--- config.mk ---
export PLATFORM = sky130hd
export DESIGN_NAME = adc_serial_rx_flat
export DESIGN_NICKNAME = d
export VERILOG_FILES = /design/src/rtl/adc_serial_rx_pkg.sv /design/src/rtl/adc_serial_rx_if.sv /design/src/rtl/adc_serial_rx_sclk_gen.sv /design/src/rtl/adc_serial_rx.sv /design/src/flat_wrapper.sv
export SDC_FILE = /design/constraint.sdc
export NUM_CORES = 1
export LEC_CHECK = 0
export BUFFER_PORTS_ARGS = -buffer_cell sky130_fd_sc_hd__buf_2
export CORE_ASPECT_RATIO = 1.4
export CORE_MARGIN = 4
export CORE_UTILIZATION = 25
export CTS_BUF_LIST = sky130_fd_sc_hd__clkbuf_8
export DETAILED_ROUTE_END_ITERATION = 8
export PLACE_DENSITY_LB_ADDON = 0.05
export SYNTH_ARGS = -nofsm -noshare
export SYNTH_HDL_FRONTEND = slang
export SYNTH_SLANG_ARGS = --single-unit
--- constraint.sdc ---
create_clock -name clk -period 4.7 [get_ports clk]
set_input_delay 0.94 -clock clk [delete_from_list [all_inputs] [get_ports clk]]
set_output_delay 0.94 -clock clk [all_outputs]
set_load 0.05 [all_outputs]
--- src/rtl/adc_serial_rx_pkg.sv ---
// Shared definitions for the ADCS7476-style serial ADC receiver.
// Holds the FSM state type, default frame geometry and the legal sample-period bound.
package adc_serial_rx_pkg;

  typedef enum logic [1:0] {
    ST_IDLE  = 2'd0,
    ST_SETUP = 2'd1,
    ST_SHIFT = 2'd2,
    ST_HOLD  = 2'd3
  } adc_state_e;

  localparam int ADCS7476_FRAME_BITS = 16;
  localparam int ADCS7476_DATA_BITS  = 12;

  // Shortest period that fits SETUP + SHIFT + HOLD plus the commit cycle.
  function automatic int min_sample_period(input int clk_div, input int frame_bits);
    return 2 * clk_div * (frame_bits + 2) + 2;
  endfunction

endpackage

--- src/rtl/adc_serial_rx_if.sv ---
// Sample stream from the ADC receiver to downstream sdft/waterfall logic.
// Channel c occupies sample_data[c*DATA_BITS +: DATA_BITS].
interface adc_serial_rx_if #(
  parameter int CHANNELS  = 1,
  parameter int DATA_BITS = 12
);
  logic [CHANNELS*DATA_BITS-1:0] sample_data;
  logic                          sample_valid;
  logic                          sample_ready;

  modport master (output sample_data, output sample_valid, input sample_ready);
  modport slave  (input sample_data, input sample_valid, output sample_ready);
endinterface

--- src/rtl/adc_serial_rx_sclk_gen.sv ---
// Serial clock generator: CLK_DIV-cycle half periods, adc_clk idling high,
// rise/fall strobes one cycle ahead of the adc_clk edge and a count of rises.
module adc_sclk_gen #(
  parameter int CLK_DIV    = 4,
  parameter int FRAME_BITS = 16
) (
  input  logic                            clk,
  input  logic                            reset_n,
  input  logic                            run,
  input  logic                            clk_en,
  output logic                            adc_clk,
  output logic                            half_end,
  output logic                            rise,
  output logic                            fall,
  output logic [$clog2(FRAME_BITS+1)-1:0] bit_cnt
);
  localparam int DIV_W = (CLK_DIV > 1) ? $clog2(CLK_DIV) : 1;
  localparam int BIT_W = $clog2(FRAME_BITS + 1);

  logic [DIV_W-1:0] div_cnt;

  assign half_end = run && (div_cnt == DIV_W'(CLK_DIV - 1));
  assign rise     = half_end && clk_en && !adc_clk;
  assign fall     = half_end && clk_en && adc_clk;

  always_ff @(posedge clk or negedge reset_n) begin
    if (!reset_n) begin
      div_cnt <= '0;
      adc_clk <= 1'b1;
      bit_cnt <= '0;
    end else if (!run) begin
      div_cnt <= '0;
      adc_clk <= 1'b1;
      bit_cnt <= '0;
    end else begin
      div_cnt <= half_end ? '0 : div_cnt + DIV_W'(1);
      if (rise) begin
        adc_clk <= 1'b1;
        bit_cnt <= bit_cnt + BIT_W'(1);
      end else if (fall) begin
        adc_clk <= 1'b0;
      end
    end
  end
endmodule

--- src/rtl/adc_serial_rx.sv ---
// Master for ADCS7476-style ADCs: frames shared adc_cs/adc_clk, captures CHANNELS
// serial lines in parallel once per SAMPLE_PERIOD and offers each sample on a stream.
module adc_serial_rx
  import adc_serial_rx_pkg::*;
#(
  parameter int CHANNELS      = 1,
  parameter int FRAME_BITS    = ADCS7476_FRAME_BITS,
  parameter int DATA_BITS     = ADCS7476_DATA_BITS,
  parameter int CLK_DIV       = 4,
  parameter int SAMPLE_PERIOD = 2000,
  parameter bit SIGNED_OUT    = 1'b0
) (
  input  logic                clk,
  input  logic                reset_n,
  input  logic                enable,
  output logic                adc_cs,
  output logic                adc_clk,
  input  logic [CHANNELS-1:0] adc_sd,
  adc_serial_rx_if.master     smp,
  output logic                overrun,
  input  logic                overrun_clr,
  output logic                busy
);
  localparam int PER_W = $clog2(SAMPLE_PERIOD);
  localparam int BIT_W = $clog2(FRAME_BITS + 1);
  localparam int SKIP  = FRAME_BITS - DATA_BITS;

  if (CLK_DIV < 1 || DATA_BITS < 2 || DATA_BITS > FRAME_BITS ||
      SAMPLE_PERIOD < min_sample_period(CLK_DIV, FRAME_BITS)) begin : g_param_check
    $error("adc_serial_rx: illegal CLK_DIV/DATA_BITS/SAMPLE_PERIOD combination");
  end

  function automatic logic [DATA_BITS-1:0] fmt_out(input logic [DATA_BITS-1:0] raw);
    fmt_out = raw;
    if (SIGNED_OUT) fmt_out[DATA_BITS-1] = ~raw[DATA_BITS-1];
  endfunction

  adc_state_e                          state;
  logic [PER_W-1:0]                    per_cnt;
  logic                                run, clk_en, half_end, rise, fall;
  logic [BIT_W-1:0]                    bit_cnt;
  logic                                commit_p1;
  logic [CHANNELS-1:0][DATA_BITS-1:0]  shreg_p0;
  logic [CHANNELS*DATA_BITS-1:0]       result;

  assign run    = (state != ST_IDLE);
  assign clk_en = (state == ST_SETUP) ||
                  (state == ST_SHIFT && !(adc_clk && bit_cnt == BIT_W'(FRAME_BITS)));

  adc_sclk_gen #(.CLK_DIV(CLK_DIV), .FRAME_BITS(FRAME_BITS)) u_sclk (
    .clk      (clk),
    .reset_n  (reset_n),
    .run      (run),
    .clk_en   (clk_en),
    .adc_clk  (adc_clk),
    .half_end (half_end),
    .rise     (rise),
    .fall     (fall),
    .bit_cnt  (bit_cnt)
  );

  always_ff @(posedge clk or negedge reset_n) begin
    if (!reset_n)
      per_cnt <= '0;
    else if (!enable || per_cnt == PER_W'(SAMPLE_PERIOD - 1))
      per_cnt <= '0;
    else
      per_cnt <= per_cnt + PER_W'(1);
  end

  // Frame sequencer; commit_p1 fires the cycle after adc_cs returns high.
  always_ff @(posedge clk or negedge reset_n) begin
    if (!reset_n) begin
      state     <= ST_IDLE;
      adc_cs    <= 1'b1;
      busy      <= 1'b0;
      commit_p1 <= 1'b0;
    end else begin
      commit_p1 <= 1'b0;
      case (state)
        ST_IDLE: if (enable && per_cnt == '0) begin
          state  <= ST_SETUP;
          adc_cs <= 1'b0;
          busy   <= 1'b1;
        end
        ST_SETUP: if (fall) state <= ST_SHIFT;
        ST_SHIFT: if (half_end && adc_clk && bit_cnt == BIT_W'(FRAME_BITS)) state <= ST_HOLD;
        ST_HOLD: if (half_end) begin
          state     <= ST_IDLE;
          adc_cs    <= 1'b1;
          busy      <= 1'b0;
          commit_p1 <= 1'b1;
        end
        default: state <= ST_IDLE;
      endcase
    end
  end

  // Capture on the cycle adc_clk rises; leading frame bits never reach the result.
  always_ff @(posedge clk) begin
    if (rise && bit_cnt >= BIT_W'(SKIP)) begin
      for (int c = 0; c < CHANNELS; c++)
        shreg_p0[c] <= {shreg_p0[c][DATA_BITS-2:0], adc_sd[c]};
    end
  end

  always_comb begin
    result = '0;
    for (int c = 0; c < CHANNELS; c++)
      result[c*DATA_BITS +: DATA_BITS] = fmt_out(shreg_p0[c]);
  end

  // Output stage: a pending untaken sample is never overwritten.
  always_ff @(posedge clk or negedge reset_n) begin
    if (!reset_n) begin
      smp.sample_data  <= '0;
      smp.sample_valid <= 1'b0;
      overrun          <= 1'b0;
    end else begin
      if (commit_p1 && (!smp.sample_valid || smp.sample_ready)) begin
        smp.sample_data  <= result;
        smp.sample_valid <= 1'b1;
      end else if (smp.sample_valid && smp.sample_ready) begin
        smp.sample_valid <= 1'b0;
      end
      if (commit_p1 && smp.sample_valid && !smp.sample_ready)
        overrun <= 1'b1;
      else if (overrun_clr)
        overrun <= 1'b0;
    end
  end
endmodule
--- src/flat_wrapper.sv ---
// flat-port wrapper written by rule: the top's interface ports become plain ports
module adc_serial_rx_flat import adc_serial_rx_pkg::*;
#(
  parameter int CHANNELS      = 1,
  parameter int FRAME_BITS    = ADCS7476_FRAME_BITS,
  parameter int DATA_BITS     = ADCS7476_DATA_BITS,
  parameter int CLK_DIV       = 4,
  parameter int SAMPLE_PERIOD = 2000,
  parameter bit SIGNED_OUT    = 1'b0
)
  (clk, reset_n, enable, adc_cs, adc_clk, adc_sd, overrun, overrun_clr, busy, smp_sample_data, smp_sample_valid, smp_sample_ready);
  adc_serial_rx_if #(.CHANNELS(CHANNELS), .DATA_BITS(DATA_BITS)) smp_i ();
  input  logic clk;
  input  logic reset_n;
  input  logic enable;
  output logic adc_cs;
  output logic adc_clk;
  input  logic [CHANNELS-1:0] adc_sd;
  output logic overrun;
  input  logic overrun_clr;
  output logic busy;
  output wire logic [$bits(smp_i.sample_data)-1:0] smp_sample_data;
  output wire logic [$bits(smp_i.sample_valid)-1:0] smp_sample_valid;
  input wire logic [$bits(smp_i.sample_ready)-1:0] smp_sample_ready;
  assign smp_sample_data = smp_i.sample_data;
  assign smp_sample_valid = smp_i.sample_valid;
  assign smp_i.sample_ready = smp_sample_ready;
  adc_serial_rx #(.CHANNELS(CHANNELS), .FRAME_BITS(FRAME_BITS), .DATA_BITS(DATA_BITS), .CLK_DIV(CLK_DIV), .SAMPLE_PERIOD(SAMPLE_PERIOD), .SIGNED_OUT(SIGNED_OUT)) u_core (.clk(clk), .reset_n(reset_n), .enable(enable), .adc_cs(adc_cs), .adc_clk(adc_clk), .adc_sd(adc_sd), .smp(smp_i), .overrun(overrun), .overrun_clr(overrun_clr), .busy(busy));
endmodule
==> results of run 1 <==
## layer usage
metal,GRT usage,vias to the layer above,wire [um]
met1,0.0958,658,1720
li1,-,653,-
met2,0.163,17,2210
met3,0.0251,5,121
met5,0,-,0
met4,0.0341,0,66
## how the worst max path moves through the flow
stage	from	slack, ns	endpoint	cells past startpoint
after floorplan	u_core.state[0]	2.59	u_core.result[0]	5
after global routing	u_core.state[0]	1.76	u_core.result[4]	5
after CTS	u_core.state[0]	1.99	u_core.result[4]	5
after global placement	u_core.state[0]	2.16	u_core.result[11]	5
after detailed placement	u_core.state[0]	2.03	u_core.result[7]	5
final	u_core.state[0]	2.06	u_core.result[9]	5
## power by group through the flow
stage | clock network [W] | registers [W] | logic [W]
finish | 0.000253 | 0.000447 | 0.0000182
CTS | 0.000268 | 0.000447 | 0.0000196
global placement | 0 | 0.000456 | 0.0000191
floorplan | 0 | 0.000456 | 0.00000807
global route | 0.000289 | 0.000448 | 0.0000223
detailed placement | 0 | 0.000456 | 0.0000194
## synthesized netlist by cell type (3+ instances only)
cell type	instances	area, um^2
inv_1	12	45.0
o22ai_1	3	18.8
ha_1	10	125
nand2_1	7	26.3
o21ai_0	5	25.0
nor3_1	4	20.0
mux2_2	13	146
nor2_1	17	63.8
nand4_1	3	18.8
and3_1	3	18.8
and2_1	3	18.8
edfxtp_1	12	360
dfrtp_1	36	901
xor2_1	8	70.1
xnor2_1	4	35.0
## state kept, by name, summed over array words and instances, names as in the netlist
signal,count
u_core.result,12
u_core.smp.sample_data,12
u_core.per_cnt,11
u_core.u_sclk.bit_cnt,5
u_core.state,2
u_core.u_sclk.div_cnt,2
u_core.adc_cs,1
u_core.busy,1
u_core.commit_p1,1
u_core.overrun,1
u_core.smp.sample_valid,1
u_core.u_sclk.adc_clk,1
## cells by family after synthesis
group	Yosys count	synth area share
AO/OA/AOI/OAI	18	0.0603
XOR/XNOR	12	0.0482
adder cells (fa/ha/maj)	10	0.0574
buffers and inverters	15	0.0264
flip-flops	50	0.603
multiplexers	15	0.0764
AND/OR/NAND/NOR	52	0.128
## placed cells by master (no fill, tap or decap), drive strengths merged, types with 3 or more instances in the layout
| cell type | n |
|---|---|
| nand2 | 7 |
| nor3 | 4 |
| clkbuf | 5 |
| buf | 22 |
| xor2 | 8 |
| o22ai | 3 |
| and3 | 3 |
| o21ai | 6 |
| xnor2 | 4 |
| nand3 | 3 |
| inv | 13 |
| dfrtp | 36 |
| edfxtp | 12 |
| ha | 10 |
| nor2 | 17 |
| and2 | 3 |
| nand4 | 3 |
| mux2 | 13 |
## metrics by stage
step / std cells / utilization / hold slack (ns) / cell area (um^2) / total power, W
global route: 304 / 0.292 / 0.473 / 2500 / 0.000760
floorplan: 172 / - / 0.419 / 2180 / 0.000464
CTS: 304 / 0.292 / 0.460 / 2500 / 0.000734
global placement: 296 / 0.281 / 0.430 / 2410 / 0.000475
finish: 304 / 0.292 / 0.455 / 2500 / 0.000718
detailed placement: 296 / 0.281 / 0.433 / 2410 / 0.000475
## cell type report
class | count | share of cell area
sequential | 50 | 0.526
clock inverter | 3 | 0.00802
tap | 105 | 0.0526
multi-input combinational | 107 | 0.323
clock buffer | 5 | 0.0276
timing repair buffer | 22 | 0.0441
inverter | 12 | 0.0180
==> flow_summary_export.csv, run 1 <==
group,metric,value,unit
outcome,status,"finished clean",
synth,synthFlopType,"dfrtp_1",
floorplanning,start_util,0.255,
synth,yosys_register_bits,50,
global_route,grt_max_degree,39,
timing,setup_slack,2.06,ns
timing,tns,0,ns
timing,tightest_slew,0.990,ns
critical_path,crit_required,4.63,ns
global_route,grt_pass1_wl,7.29,mm
final_layout,drive_above_1_share,0.236,
power,share_seq_of_total_power,0.623,
timing,slew_headroom,0.337,
placement,hpwl,2.98,mm
drt,via_count,1333,
clock_tree,holdBufCountCts,0,
clock_tree,tritoncts,"done",
placement,post-place-ws,2.03,ns
synth,ys_async_sr_fraction,0.760,
hold_path,hold_start,"u_core.result[10]",
critical_path,path_cells,"inv_1, ha_1, nor3b_1, o21ai_0, nor2_1",
timing,report.final.setup_viol,0,
global_route,track_usage,0.0901,
floorplanning,die_y,118,um
drt,wl,4.12,mm
synth,synth_area,2180,um^2
critical_path,worst-r2r-setup-slack,2.06,ns
placement,port-buffer-count,22,
critical_path,crit_fanout,12,
critical_path,slowest_stage,"nor2_1",
floorplanning,rows,40,
drt,drc,0,
final_layout,syn2layout_area_growth,14.6,%
hold_path,min_to,"u_core.result[11]",
clock_tree,cts_max_level,2,
power,internal_power,0.000556,W
power,power_switching,0.000162,W
clock_tree,clk_pin_slew_worst_paths,0.09,ns
drt,ant_nets,0,
timing,hold_viol_final,0,
timing,max_freq,379,MHz
critical_path,r2r_cells,5,
synth,ys_types,36,
floorplanning,dieArea,10300,um^2
final_layout,ff_latch_area,1310,um^2
critical_path,endpoint_kind,"flop",
global_route,grt-ovfl-total,0,
clock_tree,post-cts-setup-buffer-count,0,
final_layout,nNetsFinal,214,
power,swShare,0.226,
timing,final_max_slew_viol_count,0,
critical_path,start_kind,"flop",
timing,fin_crit,2.64,ns
synth,synthCells,172,
critical_path,cpPeakStageDelay,0.81,ns
global_route,antenna_found_initial,0,
job,max-cap-violations,0,
critical_path,critical-path-top-delay-family,"simple AND/OR/NAND/NOR gates",
synth,yosysWarnings,0,
synth,syn_area_per_cell,12.7,um^2
power,pwr_density_cell,288,nW/um^2
power,clkPwrFrac,0.352,
hold_path,min_path_cells,0,
power,power_frac_comb,0.025,
clock_tree,cts_buffers,5,
critical_path,crit_buf_inv,1,
timing,rsz0062_at_grt,"no",
synth,synth_edf_count,12,
clock_tree,clkLatencyLatePin,0.30,ns
drt,first_pass_iters,4,
drt,drt-vias-per-instance,4.38,
placement,gp_congestion,0.796,
timing,finalCritPeriodShare,0.561,
critical_path,worst_ep_arrival_time,2.57,ns
clock_tree,root_buffer,"clkbuf_8",
final_layout,fill_cells,876,
global_route,first_global_vias,1526,
floorplanning,fp.dieW,86.9,um
clock_tree,clock_path_buffers,2,
critical_path,r2r-start,"u_core.state[0]",
final_layout,multi_input_area,807,um^2
critical_path,reg2reg_to,"u_core.result[9]",
synth,synth_nets,188,
clock_tree,cts_resized,0,
power,leakagePower,1.13,nW
floorplanning,core_area,8560,um^2
timing,fin_worst_skew,0.00161,ns
hold_path,hp-class,"flop to flop",
power,peakVddDrop,0.127,mV
final_layout,diodes,0,
synth,yosysSeqAreaShare,0.603,
floorplanning,io_pins,23,
drt,drt_iter0_markers,43,
clock_tree,cts_num_sinks,50,
drt,wire_per_inst,13.5,um
critical_path,path_class,"flop to flop",
Power figures use the tool's default switching activity.
==> run 2, diff against run 1 <==
==> constraint.sdc (replaced) <==
create_clock -name clk -period 2.29 [get_ports clk]
set_input_delay 0.458 -clock clk [delete_from_list [all_inputs] [get_ports clk]]
set_output_delay 0.458 -clock clk [all_outputs]
set_load 0.05 [all_outputs]
==> run 2 against run 1 <==
Worst hold slack worse by 0.13 ns. Global-route usage fell by 0.17 points. Combinational power grew 130%. Setup slack lost 1.8 ns. Die area unchanged. Final cell count is 1.6% higher. Clock power up 100%. Register-to-register slack worse by 1.8 ns. Via count grew 2.0%. Critical endpoint is now u_core.result[4]. Largest power group unchanged.
==> flow_summary_export.csv, run 2 (synthesis gave the netlist of run 1 again) <==
group,metric,value,unit
clock_tree,holdBufCountCts,1,
clock_tree,cts_buffers,5,
final_layout,multi_input_area,807,um^2
final_layout,final_cell_mix,"36 x dfrtp_1, 22 x buf_2, 17 x nor2_1",
placement,post-place-ws,0.297,ns
global_route,first_global_vias,1475,
final_layout,drive_above_1_share,0.250,
timing,hold_slack,0.328,ns
clock_tree,post-cts-setup-buffer-count,0,
clock_tree,root_buffer,"clkbuf_8",
timing,rsz0062_at_grt,"no",
final_layout,fill_cells,908,
critical_path,crit_fanout,12,
drt,ant_nets,0,
final_layout,layout_commonest_cell,"dfrtp_1",
clock_tree,clock_path_buffers,2,
global_route,antenna_found_initial,0,
critical_path,crit_required,2.30,ns
floorplanning,start_util,0.255,
drt,via_count,1359,
timing,setup_slack,0.309,ns
placement,hpwl,3.10,mm
clock_tree,tritoncts,"done",
power,leakagePower,1.16,nW
hold_path,hp-class,"input pin to flop",
timing,fin_worst_skew,0.00412,ns
timing,slew_headroom,0.625,
power,peakVddDrop,0.371,mV
clock_tree,clkLatencyLatePin,0.30,ns
drt,wl,4.17,mm
timing,finalCritPeriodShare,0.865,
global_route,grt_pass1_wl,7.23,mm
floorplanning,core_area,8560,um^2
clock_tree,cts_num_sinks,50,
drt,first_pass_iters,4,
timing,tightest_slew,0.561,ns
timing,hold_viol_final,0,
global_route,grt-ovfl-total,0,
timing,report.final.setup_viol,0,
placement,port-buffer-count,22,
global_route,grt_max_degree,18,
timing,max_freq,505,MHz
placement,placed_cells,300,
drt,drt-vias-per-instance,4.40,
critical_path,endpoint_kind,"flop",
drt,wire_per_inst,13.5,um
critical_path,start_kind,"flop",
critical_path,worst-r2r-setup-slack,0.31,ns
final_layout,nNetsFinal,219,
timing,tns,0,ns
timing,final_max_slew_viol_count,0,
final_layout,syn2layout_area_growth,16.4,%
drt,drc,0,
placement,gp_congestion,0.787,
clock_tree,cts_max_level,2,
clock_tree,cts_resized,0,
floorplanning,dieArea,10300,um^2
critical_path,worst_ep_arrival_time,1.99,ns
global_route,track_usage,0.0884,
floorplanning,rows,40,
floorplanning,die_y,118,um
final_layout,diodes,0,
drt,drt_iter0_markers,50,
clock_tree,clk_pin_slew_worst_paths,0.09,ns
floorplanning,io_pins,23,
floorplanning,fp.dieW,86.9,um
timing,fin_crit,1.98,ns
critical_path,path_class,"flop to flop",
final_layout,ff_latch_area,1310,um^2
job,max-cap-violations,0,
outcome,status,"finished clean",
final_layout,stdcell_count,309,
power,pwr_density_cell,582,nW/um^2
run 2: path summary, 6_finish.rpt:
kind                                                from                  endpoint  cells after the start
worst min register to register  u_core.u_sclk.div_cnt[0]  u_core.u_sclk.div_cnt[0]                      1
worst min-delay path                              adc_sd          u_core.result[0]                      1
max in group asynchronous                        reset_n             u_core.adc_cs                      3
worst max register to register           u_core.state[0]          u_core.result[4]                      6
worst max-delay path                     u_core.state[0]          u_core.result[4]                      6
min in group asynchronous                        reset_n         u_core.per_cnt[3]                      2
run 2: layout make-up:
class / count / share of cell area
clock buffer: 5 / 0.0271
clock inverter: 3 / 0.00789
inverter: 12 / 0.0178
multi-input combinational: 107 / 0.318
sequential: 50 / 0.518
tap: 105 / 0.0518
timing repair buffer: 27 / 0.0592
run 2: power breakdown:
group          internal, W   total, W  leakage [nW]  switching, W
Combinational    0.0000154  0.0000420         0.503     0.0000266
Sequential        0.000913   0.000918         0.610    0.00000509
Clock             0.000216   0.000515        0.0422      0.000300
run 2: critical path, stage by stage (launching register included):
cell	delay, ns
dfrtp_1	0.41
inv_1	0.10
ha_1	0.22
nor3b_1	0.31
o21ai_0	0.29
nor2_1	0.16
buf_4	0.21
run 2: metrics by stage:
| step | total power, W | util | area (um^2) |
|---|---|---|---|
| floorplan | 0.000952 | - | 2180 |
| global placement | 0.000978 | 0.285 | 2440 |
| detailed placement | 0.000979 | 0.285 | 2440 |
| CTS | 0.00152 | 0.296 | 2540 |
| global route | 0.00157 | 0.296 | 2540 |
| finish | 0.00148 | 0.296 | 2540 |
run 2: layer usage:
metal / GRT usage / wire length [um] / vias to the layer above
met5: 0 / 0 / -
met4: 0.0292 / 61 / 0
met3: 0.0258 / 152 / 5
met2: 0.151 / 2140 / 18
met1: 0.104 / 1820 / 673
li1: - / - / 663
==> run 3, diff against run 2 <==
==> constraint.sdc (replaced) <==
create_clock -name clk -period 2 [get_ports clk]
set_input_delay 0.4 -clock clk [delete_from_list [all_inputs] [get_ports clk]]
set_output_delay 0.4 -clock clk [all_outputs]
set_load 0.05 [all_outputs]
==> run 3 against run 2 <==
Global-route usage fell by 0.39 points. Utilization rose by 0.18 points. Wire length shrank 2.8%. Maximum frequency is 8.2% higher. Sequential share of layout area is 0.30 points lower. Non-clock buffer count stayed put. Register-to-register slack got worse by 0.14 ns. Flip-flop and latch count did not move. Count of clock-buffer cells in the layout unchanged. Setup slack got worse by 0.14 ns.
==> flow_summary_export.csv, run 3 (synthesis gave the netlist of run 1 again) <==
group,metric,value,unit
floorplanning,core_area,8560,um^2
drt,ant_nets,0,
power,peakVddDrop,0.258,mV
clock_tree,cts_num_sinks,50,
timing,tns,0,ns
global_route,first_global_vias,1400,
clock_tree,holdBufCountCts,0,
clock_tree,cts_buffers,5,
floorplanning,start_util,0.255,
job,max-cap-violations,0,
final_layout,fill_cells,889,
hold_path,hp-class,"input pin to asynchronous set/reset pin",
floorplanning,dieArea,10300,um^2
timing,final_max_slew_viol_count,0,
timing,rsz0062_at_grt,"no",
timing,slew_headroom,0.671,
global_route,grt-ovfl-total,0,
power,power_switching,0.000370,W
clock_tree,clk_pin_slew_worst_paths,0.09,ns
timing,max_freq,546,MHz
timing,report.final.setup_viol,0,
critical_path,worst_ep_arrival_time,2.02,ns
timing,finalCritPeriodShare,0.915,
placement,hpwl,3.00,mm
floorplanning,die_y,118,um
floorplanning,rows,40,
clock_tree,clock_path_buffers,2,
final_layout,diodes,0,
global_route,grt_max_degree,39,
critical_path,worst-r2r-setup-slack,0.17,ns
floorplanning,fp.dieW,86.9,um
drt,via_count,1361,
timing,hold_viol_final,0,
timing,fin_worst_skew,0.00480,ns
power,pwr_density_cell,656,nW/um^2
critical_path,reg2reg_to,"u_core.state[0]",
drt,drc,0,
power,leakagePower,1.17,nW
drt,drt_iter0_markers,29,
power,internal_power,0.00130,W
drt,wl,4.05,mm
critical_path,endpoint_kind,"flop",
global_route,track_usage,0.0844,
power,swShare,0.221,
final_layout,layout_commonest_cell,"dfrtp_1",
final_layout,nNetsFinal,219,
final_layout,syn2layout_area_growth,17.1,%
critical_path,r2r_cells,6,
outcome,status,"finished clean",
global_route,grt_pass1_wl,6.81,mm
placement,gp_congestion,0.738,
final_layout,final_cell_mix,"36 x dfrtp_1, 22 x buf_2, 16 x nor2_1",
clock_tree,cts_max_level,2,
placement,placed_cells,301,
critical_path,crit_fanout,11,
clock_tree,clkLatencyLatePin,0.30,ns
clock_tree,tritoncts,"done",
timing,fin_crit,1.83,ns
power,power_frac_comb,0.027,
global_route,antenna_found_initial,0,
drt,drt-vias-per-instance,4.40,
final_layout,stdcell_count,309,
floorplanning,io_pins,23,
power,clkPwrFrac,0.345,
critical_path,r2r-start,"u_core.state[0]",
timing,tightest_slew,0.492,ns
final_layout,drive_above_1_share,0.265,
power,total_power,0.00167,W
clock_tree,root_buffer,"clkbuf_8",
critical_path,start_kind,"flop",
drt,wire_per_inst,13.1,um
critical_path,crit_required,2.19,ns
power,share_seq_of_total_power,0.628,
drt,first_pass_iters,4,
placement,port-buffer-count,22,
critical_path,path_class,"flop to flop",
run 3: cell count changes in the layout (fill, tap and decap cells not counted), sizes merged:
cell         change
dlygate4sd3      -1
clkinvlp         -1
buf              +1
clkinv           +1
run 3: worst max path at each step:
stage | startpoint | to | slack, ns | cells after the start
after floorplan | u_core.state[0] | u_core.result[0] | 0.07 | 5
after global placement | u_core.state[0] | u_core.result[11] | 0.16 | 6
after detailed placement | u_core.state[0] | u_core.result[6] | 0.11 | 6
after CTS | u_core.state[0] | u_core.result[11] | 0.09 | 6
after global routing | u_core.state[0] | u_core.state[0] | 0.02 | 5
final | u_core.state[0] | u_core.state[0] | 0.17 | 6
run 3: power groups by stage:
stage               Sequential [W]  Clock [W]  Combinational, W
floorplan                  0.00107          0         0.0000190
global placement           0.00107          0         0.0000465
detailed placement         0.00107          0         0.0000479
CTS                        0.00105   0.000614         0.0000481
global route               0.00105   0.000655         0.0000546
finish                     0.00105   0.000578         0.0000445
run 3: metrics by stage:
step                      hold slack [ns]  utilization  setup slack [ns]  instance area, um^2
after floorplan                     0.104            -            0.0671                 2180
after CTS                           0.166        0.298            0.0919                 2550
after detailed placement            0.439        0.287             0.113                 2460
after global routing                0.180        0.298            0.0229                 2550
final                               0.143        0.298             0.170                 2550
after global placement              0.431        0.287             0.164                 2460
run 3: what timing repair did:
item	4_1_cts	5_1_grt
endpoints found under the setup margin	0	12
resized for setup	0	1
setup buffers	0	0
run 3: critical path: stages (launching register included):
cell	delay [ns]
dfrtp_1	0.40
inv_1	0.10
ha_1	0.23
buf_4	0.18
o32ai_1	0.31
o21ai_0	0.19
o32a_1	0.31
run 3: final cells by class:
type,instances,area (um^2),share of cell area
sequential,50,1310,0.515
clock buffer,5,68.8,0.0270
inverter,12,45.0,0.0177
multi-input combinational,107,815,0.319
tap,105,131,0.0515
timing repair buffer,27,160,0.0628
clock inverter,3,17.5,0.00687
run 3: layer usage:
layer / part of all wire / up-vias / track usage
li1: - / 664 / -
met1: 0.41 / 674 / 0.0924
met2: 0.53 / 18 / 0.150
met3: 0.039 / 5 / 0.0244
met4: 0.017 / 0 / 0.0322
met5: 0 / - / 0
